$ cat src/rtl/fetch_queue.sv
// fetch_queue: instruction-fetch front end. Issues sequential word fetches
// over a request/response memory port, buffers returned {pc, inst} pairs in
// an in-order FIFO for decode, and handles redirects by discarding any
// responses still in flight when the redirect happens.
module fetch_queue #(
    parameter int               XLEN     = 32,
    parameter int               DEPTH    = 4,
    parameter logic [XLEN-1:0]  RESET_PC = '0
) (
    input  logic            clk,
    input  logic            rst_n,
    output logic            imem_req_valid,
    input  logic            imem_req_ready,
    output logic [XLEN-1:0] imem_req_addr,
    input  logic            imem_resp_valid,
    input  logic [XLEN-1:0] imem_resp_data,
    input  logic            flush,
    input  logic [XLEN-1:0] flush_pc,
    output logic            inst_valid,
    input  logic            inst_ready,
    output logic [XLEN-1:0] inst_data,
    output logic [XLEN-1:0] inst_pc
);

    localparam int CW = $clog2(DEPTH + 1);   // counter width, holds 0..DEPTH
    localparam int PW = $clog2(DEPTH);       // FIFO pointer width, wraps naturally

    // Registered state
    logic            rst_n_q;
    logic [XLEN-1:0] fetch_pc_q,    fetch_pc_d;
    logic [XLEN-1:0] resp_pc_q,     resp_pc_d;
    logic [CW-1:0]   occupancy_q,   occupancy_d;
    logic [CW-1:0]   outstanding_q, outstanding_d;
    logic [CW-1:0]   drop_cnt_q,    drop_cnt_d;
    logic [PW-1:0]   wr_ptr_q,      wr_ptr_d;
    logic [PW-1:0]   rd_ptr_q,      rd_ptr_d;

    // FIFO storage
    logic [XLEN-1:0] mem_pc_q   [DEPTH];
    logic [XLEN-1:0] mem_data_q [DEPTH];

    // Per-cycle events
    logic [CW:0]     in_use;
    logic            credit_ok;
    logic            req_fire;
    logic            resp_drop;
    logic            push;
    logic            pop;
    logic [XLEN-1:0] flush_target;

    // The two low bits of a redirect target are always forced to zero.
    logic            unused_flush_lsbs;
    assign unused_flush_lsbs = ^flush_pc[1:0];
    assign flush_target      = {flush_pc[XLEN-1:2], 2'b00};

    // Credit: buffered plus in-flight words may never exceed the FIFO size,
    // so every response that comes back is guaranteed a free slot.
    assign in_use    = {1'b0, occupancy_q} + {1'b0, outstanding_q};
    assign credit_ok = in_use < (CW+1)'(DEPTH);

    assign imem_req_valid = rst_n_q & ~flush & credit_ok;
    assign imem_req_addr  = fetch_pc_q;
    assign req_fire       = imem_req_valid & imem_req_ready;

    // A response belonging to a pre-redirect request is discarded.
    assign resp_drop = imem_resp_valid & (drop_cnt_q != '0);
    assign push      = imem_resp_valid & ~resp_drop & ~flush;

    assign inst_valid = occupancy_q != '0;
    assign pop        = inst_valid & inst_ready & ~flush;

    // Head is masked while empty so stale slots never become visible.
    assign inst_data = inst_valid ? mem_data_q[rd_ptr_q] : '0;
    assign inst_pc   = inst_valid ? mem_pc_q[rd_ptr_q]   : '0;

    // Next-state logic: flush overrides every other event in the cycle
    always_comb begin
        // NOTE: every _d gets a default from its _q first, so no path through
        // this block can leave a variable unassigned and infer a latch.
        fetch_pc_d    = fetch_pc_q;
        resp_pc_d     = resp_pc_q;
        occupancy_d   = occupancy_q;
        outstanding_d = outstanding_q;
        drop_cnt_d    = drop_cnt_q;
        wr_ptr_d      = wr_ptr_q;
        rd_ptr_d      = rd_ptr_q;

        if (flush) begin
            fetch_pc_d    = flush_target;
            resp_pc_d     = flush_target;
            occupancy_d   = '0;
            wr_ptr_d      = '0;
            rd_ptr_d      = '0;
            // Everything still in flight (excluding this cycle's response,
            // which is discarded right now) must be dropped on return.
            outstanding_d = outstanding_q - CW'(imem_resp_valid);
            drop_cnt_d    = outstanding_q - CW'(imem_resp_valid);
        end else begin
            if (req_fire) begin
                fetch_pc_d = fetch_pc_q + XLEN'(4);
            end
            outstanding_d = outstanding_q + CW'(req_fire) - CW'(imem_resp_valid);
            if (resp_drop) begin
                drop_cnt_d = drop_cnt_q - CW'(1);
            end
            if (push) begin
                wr_ptr_d  = wr_ptr_q + PW'(1);
                resp_pc_d = resp_pc_q + XLEN'(4);
            end
            if (pop) begin
                rd_ptr_d = rd_ptr_q + PW'(1);
            end
            occupancy_d = occupancy_q + CW'(push) - CW'(pop);
        end
    end

    // Control and counter registers with synchronous reset
    always_ff @(posedge clk) begin
        // NOTE: non-blocking assignments here so every flop samples the
        // pre-edge value of every other flop, independent of statement order.
        if (!rst_n) begin
            rst_n_q       <= 1'b0;
            fetch_pc_q    <= RESET_PC;
            resp_pc_q     <= RESET_PC;
            occupancy_q   <= '0;
            outstanding_q <= '0;
            drop_cnt_q    <= '0;
            wr_ptr_q      <= '0;
            rd_ptr_q      <= '0;
        end else begin
            rst_n_q       <= 1'b1;
            fetch_pc_q    <= fetch_pc_d;
            resp_pc_q     <= resp_pc_d;
            occupancy_q   <= occupancy_d;
            outstanding_q <= outstanding_d;
            drop_cnt_q    <= drop_cnt_d;
            wr_ptr_q      <= wr_ptr_d;
            rd_ptr_q      <= rd_ptr_d;
        end
    end

    // FIFO storage write on accepted response
    always_ff @(posedge clk) begin
        // NOTE: storage is deliberately not reset; occupancy gates visibility,
        // so clearing the array would only cost reset fan-out.
        if (push) begin
            mem_pc_q[wr_ptr_q]   <= resp_pc_q;
            mem_data_q[wr_ptr_q] <= imem_resp_data;
        end
    end

endmodule

$ cat config.mk
export PLATFORM = sky130hd
export DESIGN_NAME = fetch_queue
export DESIGN_NICKNAME = d
export VERILOG_FILES = /design/src/rtl/fetch_queue.sv
export SDC_FILE = /design/constraint.sdc
export NUM_CORES = 1
export LEC_CHECK = 0
export BUFFER_PORTS_ARGS = -buffer_cell sky130_fd_sc_hd__buf_2
export CAP_MARGIN = 10
export CORE_UTILIZATION = 54
export DETAILED_ROUTE_END_ITERATION = 7
export PLACE_DENSITY = 0.85
export SYNTH_ARGS = -nofsm -noshare
export SYNTH_HDL_FRONTEND = slang
export SYNTH_SLANG_ARGS = --single-unit
$ cat constraint.sdc
create_clock -name clk -period 4.3 [get_ports clk]
set_input_delay 0.86 -clock clk [delete_from_list [all_inputs] [get_ports clk]]
set_output_delay 0.86 -clock clk [all_outputs]
set_load 0.05 [all_outputs]
# Word level (Yosys, flattened, before mapping)
# Memory sizes are Yosys's and may differ from the RTL's. A register that Yosys moved wholly into a read port is not among the register bits.
# Index checks and enable logic that the tools add are counted.
# totals
latch_bits,0
reg_bits,78
romBits,0
memories,2
ramBits,256
# memory_table
memory,words,width,rd,rd_clocked_by_memory_dff,write_ports,line_no,source
mem_data_q,4,32,1,1,1,40,logic [XLEN-1:0] mem_data_q [DEPTH];
mem_pc_q,4,32,1,1,1,39,logic [XLEN-1:0] mem_pc_q [DEPTH];
# op_classes
div_mod_pow,0
n_mul,0
n_reduce_logical,6
mux,16
n_bitwise,11
eq_ne,0
addsub,11
magnitude_cmp,1
n_shift,0
# ops
cell,count
$mux 32,6
$add 32x3->32 const B,2
$mux 3,3
$sub 3x1->3,3
$and 1x1->1,8
$mux 2,4
$add 3x1->3,2
$reduce_bool 2->1,3
$reduce_bool 3->1,2
$add 2x1->2 const B,2
$add 3x3->4,1
$lt 4x3->1 const B,1
$mux 1,3
$not 1->1,3
$sub 3x1->3 const B,1
$reduce_or 2->1,1

# Longest topological paths before layout
# Gate-level depths: netlist of run 1.
# logic_depth
word_depth,7
ltp_mapped,14
depth_no_buf,12

# Least setup slack after synthesis of run 1
# No wires, ideal clock.
# synth_path
path_type,input to register
start,input flush
end,register outstanding_q[2]
path_slack_ns,0.940
setup_time_ns,0.116
required_ns,4.184
stages,14
arrival_ns,3.243
cell_sequence,buf_6 nor3_1 and4_1 inv_1 buf_2 buf_1 ha_1 inv_1 ha_1 fa_1 xor2_1 o21ai_0 xnor2_1 nor2_1
# synth_between
elab_chain_len,7
# synth_rtl
item,line_no,source
from (decl),17,"input logic flush,"
$not 1->1,61,assign imem_req_valid = rst_n_q & ~flush & credit_ok;
$and 1x1->1 (2 in series),61,
$and 1x1->1,63,assign req_fire = imem_req_valid & imem_req_ready;
$add 3x1->3,102,outstanding_d = outstanding_q + CW'(req_fire) - CW'(imem_resp_valid);
$sub 3x1->3,102,
$mux 3 (*),88,if (flush) begin
to (signal assigned),135,outstanding_q <= outstanding_d;
to (decl),33,"logic [CW-1:0] outstanding_q, outstanding_d;"
# Mark *: on every way between the ends. The rest lies on a longest branch, timed or not.
# A chain may end at the register's enable or synchronous reset.

==> impl_results.md, run 1 <==
- WHS: 0.526 ns
- Met3 Wirelength: 2.36 mm
- Synthesis-stage register bit count: 324
- Clock slew at reported path FFs: 0.05 ns
- Static leakage: 5.64 nW
- Vias per cell: 6.09
- Vias in the first global route: 8,525
- RSZ-0062 raised after global routing: no
- Top cell type's share of synthesized area: 0.536
- # rows: 58
- Adder-cell share of the synthesized area: 0.0173
- XOR/XNOR Fraction of Synth Area: 0.0132
- Relative slew margins: 0.238
- Fmax: 295 MHz
- Number of synthesis warnings: 0
- Final setup viols: 0
- Final Hold Viols: 0
- CP max stage delay: 0.70 ns
- Worst-path cell chain: buf_12 > mux4_2 > and2_1 > buf_2
- Net count, final: 1,183
- CTS Buf Count: 34
- Worst Setup End Kind: output port
- Initial antenna violation count: 0
- Pin count of the biggest net entering global routing: 78
- Max Slew Vio Count: 0
- Sinks on Clock Net: 324
- Die Span X: 162 um
- Main combinational cell family by area after synthesis: simple AND/OR/NAND/NOR gates
- Ys async rst share: 0
- GRT Overall Usage: 0.224
- Syn-to-layout area delta: 16.2%
- Post_cts resized: 0
- DIE AREA: 26,400 um^2
- Reg2Reg Depth: 10
- 1st-pass router iterations: 5
- Synth Cell Area: 13,900 um^2
- Cells after synthesis: 945
- EDFF count, synth: 248
- Slew @ Worst Pin: 1.13 ns
- FF-to-FF Start: occupancy_q[2]$_SDFF_PP0_
- Worst path slowest cell: dfxtp_4
- Arr. time, crit path: 2.53 ns
- Synth cell types: 55
- Simple-Gate Fraction of Synth Area: 0.122
- H-tree Lvls: 2
- Max_cap viols: 0
- HPWL after detailed placement: 18.2 mm
- Top cells by area, synth: edfxtp_1, dfxtp_1, mux4_2
- Most common cell in the netlist: edfxtp_1
- Critical Path Stages: 4
- Iteration-0 DRC Markers: 715
- GP Congestion: 0.882
- DRT Wirelength: 29.0 mm
- Diode count: 0
- Largest fanout on the critical path: 37
- DR vias: 8,835
- Worst setup SP type: flop
- First-pass GRT wire length: 45.9 mm
- Die Ht: 162 um
- Power density cells: 443 nW/um^2
- Root Driver: clkbuf_16
- Crit path capture: inst_data[16]
- Clock buffer depth: 3
- CTS Hold Bufs: 0
- CTS tree: done
- Syn avg cell area: 14.7 um^2
- Total gr overflow: 0
- DRT antenna net count: 0
- Max layer used: met4
- Crit path max-delay family: flip-flops
- Mux share of post-synthesis cell area: 0.102
- Period utilisation layout: 0.788
- Most frequent cells after synthesis: edfxtp_1, dfxtp_1, and2_1
- Crit Path Class: flop to output port
- Layout cells sized above 1: 0.272
- RR Endpoint: occupancy_q[2]$_SDFF_PP0_
- I/O pin total: 168
- WP data required: 3.44 ns
- Worst path buffer plus inverter count: 2
- Post-CTS setup buffers: 0
- Status: complete, no violations
- Met2 wire len: 14.4 mm
- Met1 WL: 11.8 mm
- Seq/Total Area, Yosys: 0.646
- DRC: 0
- Fin crit period: 3.39 ns
- Post-synth top area cell: edfxtp_1
- Port Buffers: 161
- Clock Latency Late Sink: 0.51 ns
- Min-Delay Path Class: flop to flop
- Setup TNS: 0 ns
- Worst clock skew: 0.0205 ns
- Reg-to-reg setup timing slack: 1.55 ns
- Core ar.: 25,200 um^2
- Dominant synthesized flop cell: edfxtp_1
- Peak VDD IR: 0.287 mV
- Initial Util: 0.551
- Complex-gate fraction of the synthesized area: 0.0700
- Wirelength per Cell: 20.0 um
per-layer routing:
layer,track usage,vias to the layer above
met5,0,-
met4,0.0579,0
met3,0.0344,38
met2,0.374,424
met1,0.309,4371
li1,-,4002
placed cells by master (no fill, tap or decap), types with 6 or more instances in the layout:
cell type	netlist	routed
a211oi_1	7	7
a21oi_1	19	19
a311oi_1	33	33
a31oi_1	14	14
and2_1	73	69
and3_1	10	10
and4_1	11	11
buf_12	0	6
buf_2	10	161
buf_4	4	6
clkbuf_16	0	35
clkinv_1	0	6
dfxtp_1	76	74
edfxtp_1	248	248
ha_1	16	16
inv_1	25	24
mux4_2	62	62
nand2_1	30	30
nand3_1	21	21
nand4_1	22	22
nor2_1	42	42
nor2b_1	17	17
nor3_1	15	15
nor4_1	19	19
o21a_1	6	6
o21ai_0	34	34
o31ai_1	9	9
or3_1	7	6
or4_1	10	10
xnor2_1	16	16
stage by stage:
stage | setup WS [ns] | total power, W | std cells | cell area [um^2] | util
CTS | 0.828 | 0.00719 | 1450 | 16100 | 0.641
global placement | 1.22 | 0.00419 | 1389 | 15000 | 0.595
floorplan | 0.940 | 0.00403 | 948 | 13900 | -
global route | 0.753 | 0.00738 | 1450 | 16100 | 0.641
finish | 0.912 | 0.00714 | 1450 | 16100 | 0.641
detailed placement | 1.14 | 0.00421 | 1389 | 15000 | 0.595
worst min-delay path, delay by kind of cell, from the launching register on:
kind,cells,cell delay [ns]
xor gates and xnor gates,1,0.11
DFF,1,0.32
and+or+nand+nor,1,0.05
how the worst min path moves through the flow:
stage | from | to | slack [ns] | depth (start not counted)
floorplan | rd_ptr_q[1]$_SDFFE_PP0P_ | flop | 0.49 | 2
global placement | rd_ptr_q[1]$_SDFFE_PP0P_ | flop | 0.51 | 2
CTS | rd_ptr_q[1]$_SDFFE_PP0P_ | flop | 0.53 | 2
global route | imem_resp_data[17] | mem_data_q[2][17]$_DFFE_PP_ | 0.55 | 1
detailed placement | rd_ptr_q[1]$_SDFFE_PP0P_ | flop | 0.51 | 2
finish | rd_ptr_q[1]$_SDFFE_PP0P_ | flop | 0.53 | 2
cell type report:
class | instances | area (um^2)
fill | 1809 | 9050
sequential | 324 | 8970
multi-input combinational | 537 | 4530
timing repair buffer | 173 | 971
clock buffer | 40 | 915
tap | 330 | 413
clock inverter | 21 | 239
inverter | 25 | 93.8
sequential cells by signal, indices dropped and copies added (netlist names), named ones only:
name,flops
imem_req_addr,30
mem_data_q,128
outstanding_q,3
drop_cnt_q,3
resp_pc_q,30
rst_n_q,1
wr_ptr_q,2
mem_pc_q,120
rd_ptr_q,2
occupancy_q,3
power by group:
part	internal [W]	switching, W
clock	0.00183	0.00117
sequential	0.00347	0.0000979
combinational	0.000195	0.000390
total	0.00549	0.00165
cell families after synthesis:
group,Yosys count
and+or+nand+nor,291
buffers and inverters,87
muxes,64
adders and majority gates,18
DFF,324
xor gates and xnor gates,21
AOI/OAI and AO/OA,139
other,1
(Power assumes the default switching activity.)
==> inputs of run 2 (changes only) <==
==> constraint.sdc (replaced) <==
create_clock -name clk -period 3.3 [get_ports clk]
set_input_delay 0.66 -clock clk [delete_from_list [all_inputs] [get_ports clk]]
set_output_delay 0.66 -clock clk [all_outputs]
set_load 0.05 [all_outputs]
==> run 2 against run 1 <==
  * Sequential share of layout area rose by 0.60 points
  * Combinational power rose by 30%
  * Wire length decreased by 0.90%
  * Register-to-register slack got worse by 0.91 ns
  * Clock power grew 10%
  * Count of clock-buffer cells in the layout decreased by 2
  * Critical path type unchanged
  * Worst hold slack worse by 0.20 ns
  * First-iteration DRC count rose by 9.1%
==> impl_results.md, run 2 (synthesized netlist as in run 1, its figures left out) <==
- Power density cells: 545 nW/um^2 (+23%)
- Wirelength per Cell: 19.9 um (-0.63%)
- Period utilisation layout: 0.944
- Filler instances: 1,823 (+0.77%)
- Relative slew margins: 0.470 (+0.232)
- Most common cell after layout, fill and taps aside: edfxtp_1
- Crit Path Class: flop to output port
- Worst Setup End Kind: output port
- RSZ-0062 raised after global routing: no
- Static leakage: 5.54 nW (-1.8%)
- Clk network pwr share: 0.379 (-0.040)
- Die Ht: 162 um (unchanged)
- CTS Buf Count: 31 (-8.8%)
- Peak VDD IR: 0.386 mV (+34%)
- Post-CTS setup buffers: 0 (unchanged)
- Final Hold Viols: 0 (unchanged)
- Diode count: 0 (unchanged)
- CTS tree: done
- Top flop regs: mem_data_q (128), mem_pc_q (120)
- Sequential power share: 0.533 (+0.034)
- Clock Latency Late Sink: 0.54 ns (+0.03 ns)
- Worst clock skew: 0.0137 ns (-0.00679 ns)
- First-pass GRT wire length: 45.6 mm (-0.54%)
- Placed Instances: 1,392 (+0.22%)
- Worst Hold Path Cells: 1 (-1)
- Layout Cells excl Fill: 1,446 (-0.28%)
- Vias per cell: 6.02 (-1.3%)
- Iteration-0 DRC Markers: 780 (+9.1%)
- Layout cells sized above 1: 0.272 (about the same)
- Max Slew Vio Count: 0 (unchanged)
- WP data required: 2.64 ns (-0.80 ns)
- Internal power: 0.00661 W (+20%)
- Largest fanout on the critical path: 28 (-24%)
- DIE AREA: 26,400 um^2 (unchanged)
- Clock buffer depth: 3 (unchanged)
- I/O pin total: 168 (unchanged)
- Vias in the first global route: 8,531 (+0.070%)
- HPWL after detailed placement: 17.8 mm (-1.9%)
- Port Buffers: 161 (unchanged)
- RR Endpoint: outstanding_q[2]$_SDFF_PN0_
- WHS: 0.329 ns (-0.198 ns)
- Die Span X: 162 um (unchanged)
- Clock slew at reported path FFs: 0.06 ns (about the same)
- Syn-to-layout area delta: 15.0%
- Initial Util: 0.551 (unchanged)
- # rows: 58 (unchanged)
- GP Congestion: 0.890 (+0.87%)
- Worst path slowest cell: dfxtp_4
- Fin area: 16,000 um^2 (-1.1%)
- Worst-path cell chain: buf_12 > mux4_2 > and2_1 > buf_2
- Most frequent cells in the layout: edfxtp_1, buf_2, dfxtp_1
- Comb power frac: 0.088 (+0.006)
- Fmax: 321 MHz
- Final Util: 0.634 (-0.00686)
- Hold path startpoint: imem_resp_data[6]
- H-tree Lvls: 1 (-1)
- DR vias: 8,699 (-1.5%)
- Hold Path End: mem_data_q[2][6]$_DFFE_PP_
- DRC: 0 (unchanged)
- Status: complete, no violations
- FF-to-FF Start: outstanding_q[2]$_SDFF_PN0_
- Pin count of the biggest net entering global routing: 78 (unchanged)
- DRT Wirelength: 28.7 mm (-0.90%)
- GRT Overall Usage: 0.221 (-0.00333)
- Worst setup SP type: flop
- Crit path max-delay family: flip-flops
- Setup TNS: 0 ns (unchanged)
- Switch share: 0.240 (+0.00883)
- Arr. time, crit path: 2.45 ns (-0.08 ns)
- Initial antenna violation count: 0 (unchanged)
- Reg with most FFs: mem_data_q
- Max reg flops: 128 (unchanged)
- Min-Delay Path Class: input pin to flop
- Post_cts resized: 0 (unchanged)
- Net count, final: 1,183 (unchanged)
- 1st-pass router iterations: 5 (unchanged)
- Fin crit period: 3.11 ns
- DRT antenna net count: 0 (unchanged)
- CTS Hold Bufs: 0 (unchanged)
- Core ar.: 25,200 um^2 (unchanged)
- Placed cell area: 15,000 um^2 (+0.15%)
- Sinks on Clock Net: 324 (unchanged)
- Reg2Reg Depth: 12 (+2)
- Root Driver: clkbuf_16
- Total gr overflow: 0 (unchanged)
- Psw: 0.00209 W (+26%)
- Max_cap viols: 0 (unchanged)
- Slew @ Worst Pin: 0.789 ns (-0.345 ns)
- Worst path buffer plus inverter count: 2 (unchanged)
- CP max stage delay: 0.64 ns (-0.06 ns)
- Reg-to-reg setup timing slack: 0.64 ns (-0.91 ns)
- Final setup viols: 0 (unchanged)
run 2: cell types whose count changed in the layout (fill, tap and decap cells not counted):
cell	delta
buf_4	+3
clkbuf_8	-1
bufinv_16	-5
clkinv_2	-2
clkbuf_16	-2
clkinvlp_2	+2
clkinvlp_4	+4
inv_6	-1
clkinv_1	-4
clkinv_4	+1
clkbuf_1	+1
run 2: power groups by stage:
stage	registers (W)	logic, W	clock network, W
final	0.00464	0.000762	0.00330
after global routing	0.00466	0.000823	0.00352
after CTS	0.00464	0.000763	0.00336
after detailed placement	0.00472	0.000759	0
after global placement	0.00471	0.000741	0
after floorplan	0.00477	0.000480	0
run 2: worst max path at each step:
stage | from | to | cells past startpoint
5_1_grt | flop | inst_data[16] | 4
3_3_place_gp | flush | outstanding_q[2]$_SDFF_PN0_ | 12
2_1_floorplan | flush | outstanding_q[2]$_SDFF_PN0_ | 14
4_1_cts | flop | inst_data[11] | 4
6_report | flop | inst_data[10] | 4
3_5_place_dp | flush | outstanding_q[2]$_SDFF_PN0_ | 12
run 2: per-stage QoR:
step / power (W) / worst slack [ns]
after CTS: 0.00876 / 0.111
after floorplan: 0.00525 / 0.140
final: 0.00870 / 0.186
after detailed placement: 0.00548 / 0.467
after global routing: 0.00900 / 0.0383
after global placement: 0.00545 / 0.488
run 2: cell type report:
cell class / instances / area [um^2] / share of cell area
tap: 330 / 413 / 0.0259
timing repair buffer: 176 / 993 / 0.0622
clock inverter: 16 / 104 / 0.00651
multi-input combinational: 537 / 4530 / 0.284
sequential: 324 / 8970 / 0.562
inverter: 25 / 93.8 / 0.00588
clock buffer: 38 / 855 / 0.0535
run 2: routing by layer:
layer | part of all wire | vias up | global-route usage
met3 | 0.083 | 36 | 0.0359
met2 | 0.48 | 397 | 0.361
met1 | 0.42 | 4262 | 0.310
met5 | 0 | - | 0
met4 | 0.014 | 0 | 0.0557
li1 | - | 4004 | -
